`src/rtl/r_ordering_pkg.sv`:
```
// Shared types for the R-channel ordering slice: uid layout,
// waiting-memory entry and default widths.
package r_ordering_pkg;

  localparam int R_ID_W   = 4;
  localparam int R_DATA_W = 64;
  localparam int R_RESP_W = 2;
  localparam int R_TAG_W  = 4;
  localparam int R_MAX_OUT = 16;
  localparam int R_ROW_W  = $clog2(R_MAX_OUT);
  localparam int R_COL_W  = $clog2(R_MAX_OUT);
  localparam int R_UID_W  = R_ROW_W + R_COL_W;

  typedef struct packed {
    logic [R_ROW_W-1:0] row;
    logic [R_COL_W-1:0] col;
  } r_uid_t;

  typedef struct packed {
    logic                valid;
    r_uid_t              uid;
    logic [R_ID_W-1:0]   id;
    logic [R_DATA_W-1:0] data;
    logic [R_RESP_W-1:0] resp;
    logic                last;
    logic [R_TAG_W-1:0]  tagid;
  } r_wm_entry_t;

endpackage

```
`src/rtl/r_wm_free_slot_finder.sv`:
```
// Priority encoder: lowest set bit of the free vector plus an any-free flag.
module r_wm_free_slot_finder #(
  parameter  int N     = 16,
  localparam int IDX_W = (N > 1) ? $clog2(N) : 1
) (
  input  logic [N-1:0]     free,
  output logic [IDX_W-1:0] idx,
  output logic             any
);

  always_comb begin
    idx = '0;
    any = 1'b0;
    for (int i = N - 1; i >= 0; i--) begin
      if (free[i]) begin
        idx = IDX_W'(i);
        any = 1'b1;
      end
    end
  end

endmodule

```
`src/rtl/r_response_waiting_memory.sv`:
```
// Fully-associative parking store for out-of-order read responses.
// Optional sticky error checking under R_WM_ERR_CHECK_EN.
module r_response_waiting_memory
  import r_ordering_pkg::*;
#(
  parameter int ID_WIDTH        = R_ID_W,
  parameter int DATA_WIDTH      = R_DATA_W,
  parameter int RESP_WIDTH      = R_RESP_W,
  parameter int TAG_WIDTH       = R_TAG_W,
  parameter int MAX_OUTSTANDING = R_MAX_OUT,
  parameter int NUM_ROWS        = MAX_OUTSTANDING,
  parameter int NUM_COLS        = MAX_OUTSTANDING,
  parameter int UID_W = $clog2(NUM_ROWS) + $clog2(NUM_COLS)
) (
  input  logic                  clk,
  input  logic                  rst,
  input  logic                  wm_write_en,
  input  logic [UID_W-1:0]      wm_write_uid,
  input  logic [ID_WIDTH-1:0]   wr_id,
  input  logic [DATA_WIDTH-1:0] wr_data,
  input  logic [RESP_WIDTH-1:0] wr_resp,
  input  logic                  wr_last,
  input  logic [TAG_WIDTH-1:0]  wr_tagid,
  input  logic                  wm_release_en,
  input  logic [UID_W-1:0]      wm_release_uid,
  output logic                  rel_hit,
  output logic [ID_WIDTH-1:0]   rel_id,
  output logic [DATA_WIDTH-1:0] rel_data,
  output logic [RESP_WIDTH-1:0] rel_resp,
  output logic                  rel_last,
  output logic [TAG_WIDTH-1:0]  rel_tagid,
  output logic                  wm_full,
  output logic                  wm_empty,
  output logic [$clog2(MAX_OUTSTANDING+1)-1:0] wm_count,
  output logic                  err_overflow,
  output logic                  err_dup,
  output logic                  err_miss
);

  localparam int N     = MAX_OUTSTANDING;
  localparam int CNT_W = $clog2(N + 1);
  localparam int IDX_W = (N > 1) ? $clog2(N) : 1;

  // Entry storage uses the package struct, so payload widths must agree.
  if (UID_W != R_UID_W || ID_WIDTH != R_ID_W ||
      DATA_WIDTH != R_DATA_W || RESP_WIDTH != R_RESP_W ||
      TAG_WIDTH != R_TAG_W) begin : g_width_err
    $error("payload/uid widths differ from r_ordering_pkg");
  end

  r_wm_entry_t mem [N];

  logic [N-1:0]     valid_vec;
  logic [N-1:0]     match_vec;
  logic [IDX_W-1:0] free_idx;
  logic             any_free;
  logic             dup_hit;
  logic             wr_acc;
  logic             rel_fire;
  logic [CNT_W-1:0] count_q;
  r_wm_entry_t      wr_entry;

  always_comb begin
    valid_vec = '0;
    match_vec = '0;
    for (int i = 0; i < N; i++) begin
      valid_vec[i] = mem[i].valid;
      match_vec[i] = mem[i].valid &&
                     (mem[i].uid == r_uid_t'(wm_release_uid));
    end
  end

  r_wm_free_slot_finder #(.N(N)) u_free (
    .free (~valid_vec),
    .idx  (free_idx),
    .any  (any_free)
  );

  always_comb begin
    rel_hit   = |match_vec;
    rel_id    = '0;
    rel_data  = '0;
    rel_resp  = '0;
    rel_last  = 1'b0;
    rel_tagid = '0;
    for (int i = 0; i < N; i++) begin
      if (match_vec[i]) begin
        rel_id    |= mem[i].id;
        rel_data  |= mem[i].data;
        rel_resp  |= mem[i].resp;
        rel_last  |= mem[i].last;
        rel_tagid |= mem[i].tagid;
      end
    end
  end

  always_comb begin
    wr_entry       = '0;
    wr_entry.valid = 1'b1;
    wr_entry.uid   = r_uid_t'(wm_write_uid);
    wr_entry.id    = wr_id;
    wr_entry.data  = wr_data;
    wr_entry.resp  = wr_resp;
    wr_entry.last  = wr_last;
    wr_entry.tagid = wr_tagid;
  end

  assign wr_acc   = wm_write_en && !wm_full && any_free && !dup_hit;
  assign rel_fire = wm_release_en && rel_hit;

  // Payload is deliberately left out of reset; only valid bits clear.
  always_ff @(posedge clk or posedge rst) begin
    if (rst) begin
      for (int i = 0; i < N; i++) mem[i].valid <= 1'b0;
    end else begin
      for (int i = 0; i < N; i++) begin
        if (rel_fire && match_vec[i]) mem[i].valid <= 1'b0;
      end
      if (wr_acc) mem[free_idx] <= wr_entry;
    end
  end

  always_ff @(posedge clk or posedge rst) begin
    if (rst) begin
      count_q <= '0;
    end else if (wr_acc && !rel_fire) begin
      count_q <= count_q + 1'b1;
    end else if (!wr_acc && rel_fire) begin
      count_q <= count_q - 1'b1;
    end
  end

  assign wm_count = count_q;
  assign wm_full  = (count_q == CNT_W'(N));
  assign wm_empty = (count_q == '0);

`ifdef R_WM_ERR_CHECK_EN
  always_comb begin
    dup_hit = 1'b0;
    for (int i = 0; i < N; i++) begin
      if (mem[i].valid && (mem[i].uid == r_uid_t'(wm_write_uid)))
        dup_hit = 1'b1;
    end
    dup_hit = dup_hit && wm_write_en;
  end

  always_ff @(posedge clk or posedge rst) begin
    if (rst) begin
      err_overflow <= 1'b0;
      err_dup      <= 1'b0;
      err_miss     <= 1'b0;
    end else begin
      if (wm_write_en && wm_full) err_overflow <= 1'b1;
      if (dup_hit) err_dup <= 1'b1;
      if (wm_release_en && !rel_hit) err_miss <= 1'b1;
    end
  end
`else
  assign dup_hit      = 1'b0;
  assign err_overflow = 1'b0;
  assign err_dup      = 1'b0;
  assign err_miss     = 1'b0;
`endif

endmodule

```
`config.mk`:
```
export PLATFORM = sky130hd
export DESIGN_NAME = r_response_waiting_memory
export DESIGN_NICKNAME = d
export VERILOG_FILES = /design/src/rtl/r_ordering_pkg.sv /design/src/rtl/r_wm_free_slot_finder.sv /design/src/rtl/r_response_waiting_memory.sv
export SDC_FILE = /design/constraint.sdc
export NUM_CORES = 2
export LEC_CHECK = 0
export ABC_AREA = 1
export CAP_MARGIN = 40
export CORE_MARGIN = 2
export CORE_UTILIZATION = 30
export DETAILED_ROUTE_END_ITERATION = 10
export HOLD_SLACK_MARGIN = 0.03
export PLACE_DENSITY = 0.52
export REMOVE_ABC_BUFFERS = 1
export SYNTH_ARGS = -nofsm -noshare
export SYNTH_HDL_FRONTEND = slang
export SYNTH_SLANG_ARGS = --single-unit
```
`constraint.sdc`:
```
create_clock -name clk -period 6.85 [get_ports clk]
set_clock_uncertainty 0.2 [all_clocks]
set_input_delay 1.37 -clock clk [delete_from_list [all_inputs] [get_ports clk]]
set_output_delay 1.37 -clock clk [all_outputs]
set_load 0.01 [all_outputs]
```
==> run summary <==
* **TritonRoute pass-1 iters** 7
* **placeable core area** 171000 um^2
* **Main synth FF type** sky130_fd_sc_hd__edfxtp_1
* **headroom to the max-slew limit** 40.1%
* **accumulated negative setup slack** 0 ps
* **leading cell types by total area after synthesis** sky130_fd_sc_hd__edfxtp_1 (77%), sky130_fd_sc_hd__nand2_1 (8.9%), sky130_fd_sc_hd__nand4_1 (2.4%)
* **critical path required time** 5280 ps
* **outcome** complete, no violations
* **CTS sink count** 1349
* **Tot GR Track Use** 18.1%
* **Post-CTS Setup Repair Bufs** 0
* **final critical-path share of the clock period** 92.3%
* **cell type with the largest total area after synthesis** sky130_fd_sc_hd__edfxtp_1
* **arrival time of the worst setup path** 4760 ps
* **area fraction of the dominant cell type after synthesis** 77.3%
* **Total Power** 0.0197 W
* **CTS hold repair buffers** 0
* **#FFs+latches synth** 1349
* **number of synthesis warnings** 0
* **iteration-0 DRC count of the detailed router** 3017
* **Final Hold Violating Endpoints** 0
* **mean post-synth cell area** 14.0 um^2
* **number of library cell types mapped by synthesis** 47
* **wire length per cell** 25.1 um
* **Final Wtd Congestion** 0.783
* **H-Tree Depth** 4
* **Worst-Margin Slew** 896 ps
* **total of fill cells in the finished design** 16300
* **layout cell share with drive strength beyond 1** 10.3%
* **Initial Utilization** 30.1%
* **via count of the first global-routing pass** 30700
* **category of the critical setup timing path** input port to output pin
* **number of CTS-inserted buffers** 139
* **Layout Area Growth over Synthesis** 20.1%
* **latest clock arrival within the worst-skew pair** 780 ps
* **fin crit period** 6330 ps
* **GR Overflow Total** 0
* **slowest stage cell, crit path** sky130_fd_sc_hd__clkdlybuf4s50_1
* **worst stage delay on the critical path** 610 ps
* **worst reg2reg path depth** 23
* **drc violations** 0
* **post-synthesis instance total** 3695
* **total vias in the final route** 31600
* **first-pass GRT wire length** 227000 um
* **number of instances resized during post-cts repair** 0
* **Worst Setup End Kind** output pin
* **final-report setup violation count** 0
* **pwr/cell area** 318 nW/um^2
* **Critical Path Start Type** input port
* **Worst-path clk slew** 60 ps
* **number of flops mapped to enable cells by yosys** 1328
* **ordered list of cells on the worst path** clkdlybuf4s50_1 > inv_2 > nor2_1 > nor3b_1 > nand3b_1 > nor2_4 > buf_12 > nand2_1 > nand4_1 > nor2_1 > nand3_1 > clkdlybuf4s50_1
* **total detailed-routing wirelength** 160000 um
* **die width** 419 um
* **antenna violations before repair** 20
* **die boundary height** 419 um
* **MaxCap Viol Count** 0
* **pin count of the biggest net entering global routing** 52
* **die area** 175000 um^2
* **Port Buffer Count** 177
* **buffer levels on the longest clock path** 3
* **leakage component of the power** 20.8 nW
* **estimated wirelength of the detail-placed design** 92900 um
* **most common cell after layout, fill and taps aside** sky130_fd_sc_hd__edfxtp_1
* **number of vias per cell after detailed routing** 4.95
* **number of routed nets with antenna violations** 0
* **path type of the worst min-delay path** flip-flop to flip-flop
* **unrepaired setup endpoints after global routing** false
* **synthesized area** 51600 um^2
* **worst hold stages** 1
* **sequential area share after synthesis** 78.3%
* **proportion of register bits with asynchronous set or reset after synthesis** 1.56%
* **worst ir drop on vdd** 0.242 mV
* **CTS Root Cell** sky130_fd_sc_hd__clkbuf_16
* **timing-limited maximum frequency** 0.158 GHz
* **top-level port count** 181
* **cell row count** 152
* **commonest non-fill, non-tap cells in the layout** sky130_fd_sc_hd__edfxtp_1 (1328), sky130_fd_sc_hd__nand2_1 (1229), sky130_fd_sc_hd__nand4_1 (200), sky130_fd_sc_hd__clkdlybuf4s50_1 (176), sky130_fd_sc_hd__nor2_1 (165)
* **final max-slew violation count** 0
* **Crit Path Max Fanout** 23
* **TritonCTS clock tree** yes
* **final net count** 4126
[metrics by stage]
step / utilization, % / hold WS [ps] / instance area, um^2 / cells / setup slack [ps]
detailed placement: 33.6 / 324 / 57600 / 6118 / 576
CTS: 36.2 / 333 / 61900 / 6369 / 552
global placement: 33.5 / 313 / 57300 / 6100 / 572
floorplan: - / 283 / 50700 / 3542 / 663
finish: 36.2 / 324 / 61900 / 6379 / 525
global route: 36.2 / 349 / 61900 / 6374 / 411
[worst max-delay path, delay by kind of cell]
family        cells  cell delay (ps)
buf+inv           4             1860
simple gates      8             1470
[synthesized netlist by cell type (2+ instances only)]
cell	number
sky130_fd_sc_hd__a21oi_1	12
sky130_fd_sc_hd__nand3b_1	16
sky130_fd_sc_hd__nor3b_1	10
sky130_fd_sc_hd__a22o_1	48
sky130_fd_sc_hd__nor3_1	37
sky130_fd_sc_hd__a221oi_1	86
sky130_fd_sc_hd__o21ai_0	16
sky130_fd_sc_hd__buf_4	36
sky130_fd_sc_hd__nor2_2	12
sky130_fd_sc_hd__buf_2	70
sky130_fd_sc_hd__nor4_2	5
sky130_fd_sc_hd__nand4_1	200
sky130_fd_sc_hd__or2_0	3
sky130_fd_sc_hd__or2_1	5
sky130_fd_sc_hd__nor3b_2	2
sky130_fd_sc_hd__inv_2	5
sky130_fd_sc_hd__nand2_1	1229
sky130_fd_sc_hd__inv_1	74
sky130_fd_sc_hd__inv_4	3
sky130_fd_sc_hd__o2111ai_1	6
sky130_fd_sc_hd__buf_1	3
sky130_fd_sc_hd__a211oi_1	8
sky130_fd_sc_hd__xnor2_1	24
sky130_fd_sc_hd__o22ai_1	4
sky130_fd_sc_hd__buf_6	8
sky130_fd_sc_hd__or2_2	18
sky130_fd_sc_hd__edfxtp_1	1328
sky130_fd_sc_hd__clkbuf_1	38
sky130_fd_sc_hd__o21ai_1	6
sky130_fd_sc_hd__nor4_1	3
sky130_fd_sc_hd__a21boi_0	2
sky130_fd_sc_hd__xor2_1	14
sky130_fd_sc_hd__dfrtp_1	21
sky130_fd_sc_hd__o21a_1	2
sky130_fd_sc_hd__ha_1	4
sky130_fd_sc_hd__and2_1	2
sky130_fd_sc_hd__nor2_1	182
sky130_fd_sc_hd__nand3_1	142
sky130_fd_sc_hd__nor3_2	3
[report_power, final]
| group | switching (W) | leakage [nW] | internal, W |
|---|---|---|---|
| Clock | 0.00321 | 2.12 | 0.00407 |
| Sequential | 0.000265 | 12.2 | 0.0101 |
| Combinational | 0.00156 | 6.52 | 0.000531 |
| Total | 0.00504 | 20.8 | 0.0147 |
[path summary, 6_finish.rpt]
kind	slack [ps]	end	start
min in group asynchronous	850	wm_count[0]	rst
max in group asynchronous	5130	mem[419]	rst
max reg2reg	2760	wm_count[4]	flip-flop
min	320	wm_count[4]	wm_count[4]
max	520	rel_data[46]	wm_release_uid[3]
min reg2reg	320	wm_count[4]	wm_count[4]
[final cells by class]
cell class | count | area, um^2 | share of cell area [%]
Sequential cell | 1349 | 40400 | 65.2
Multi-Input combinational cell | 2111 | 10200 | 16.5
Timing Repair Buffer | 343 | 3880 | 6.26
Clock buffer | 171 | 3640 | 5.88
Tap cell | 2233 | 2790 | 4.51
Clock inverter | 80 | 666 | 1.07
Inverter | 82 | 318 | 0.513
Antenna cell | 10 | 25.0 | 0.0404
[cell families (layout without fill, tap and decap cells)]
family	count (synthesis)	after routing	share of synthesized area, %
AOI/OAI and AO/OA	193	193	2.98
xor gates and xnor gates	38	38	0.645
adders and majority gates	5	5	0.136
buffers and inverters	237	676	2.29
DFF	1349	1349	78.3
other	1	13	0.00727
and+or+nand+nor	1872	1872	15.6
[layer usage]
metal	GRT usage, %	part of all wire [%]
met1	23.7	43
met2	29.6	48
met3	3.91	6.2
met4	6.65	3.4
met5	0	0.081
Note: power is estimated with default switching activity, not from simulation.
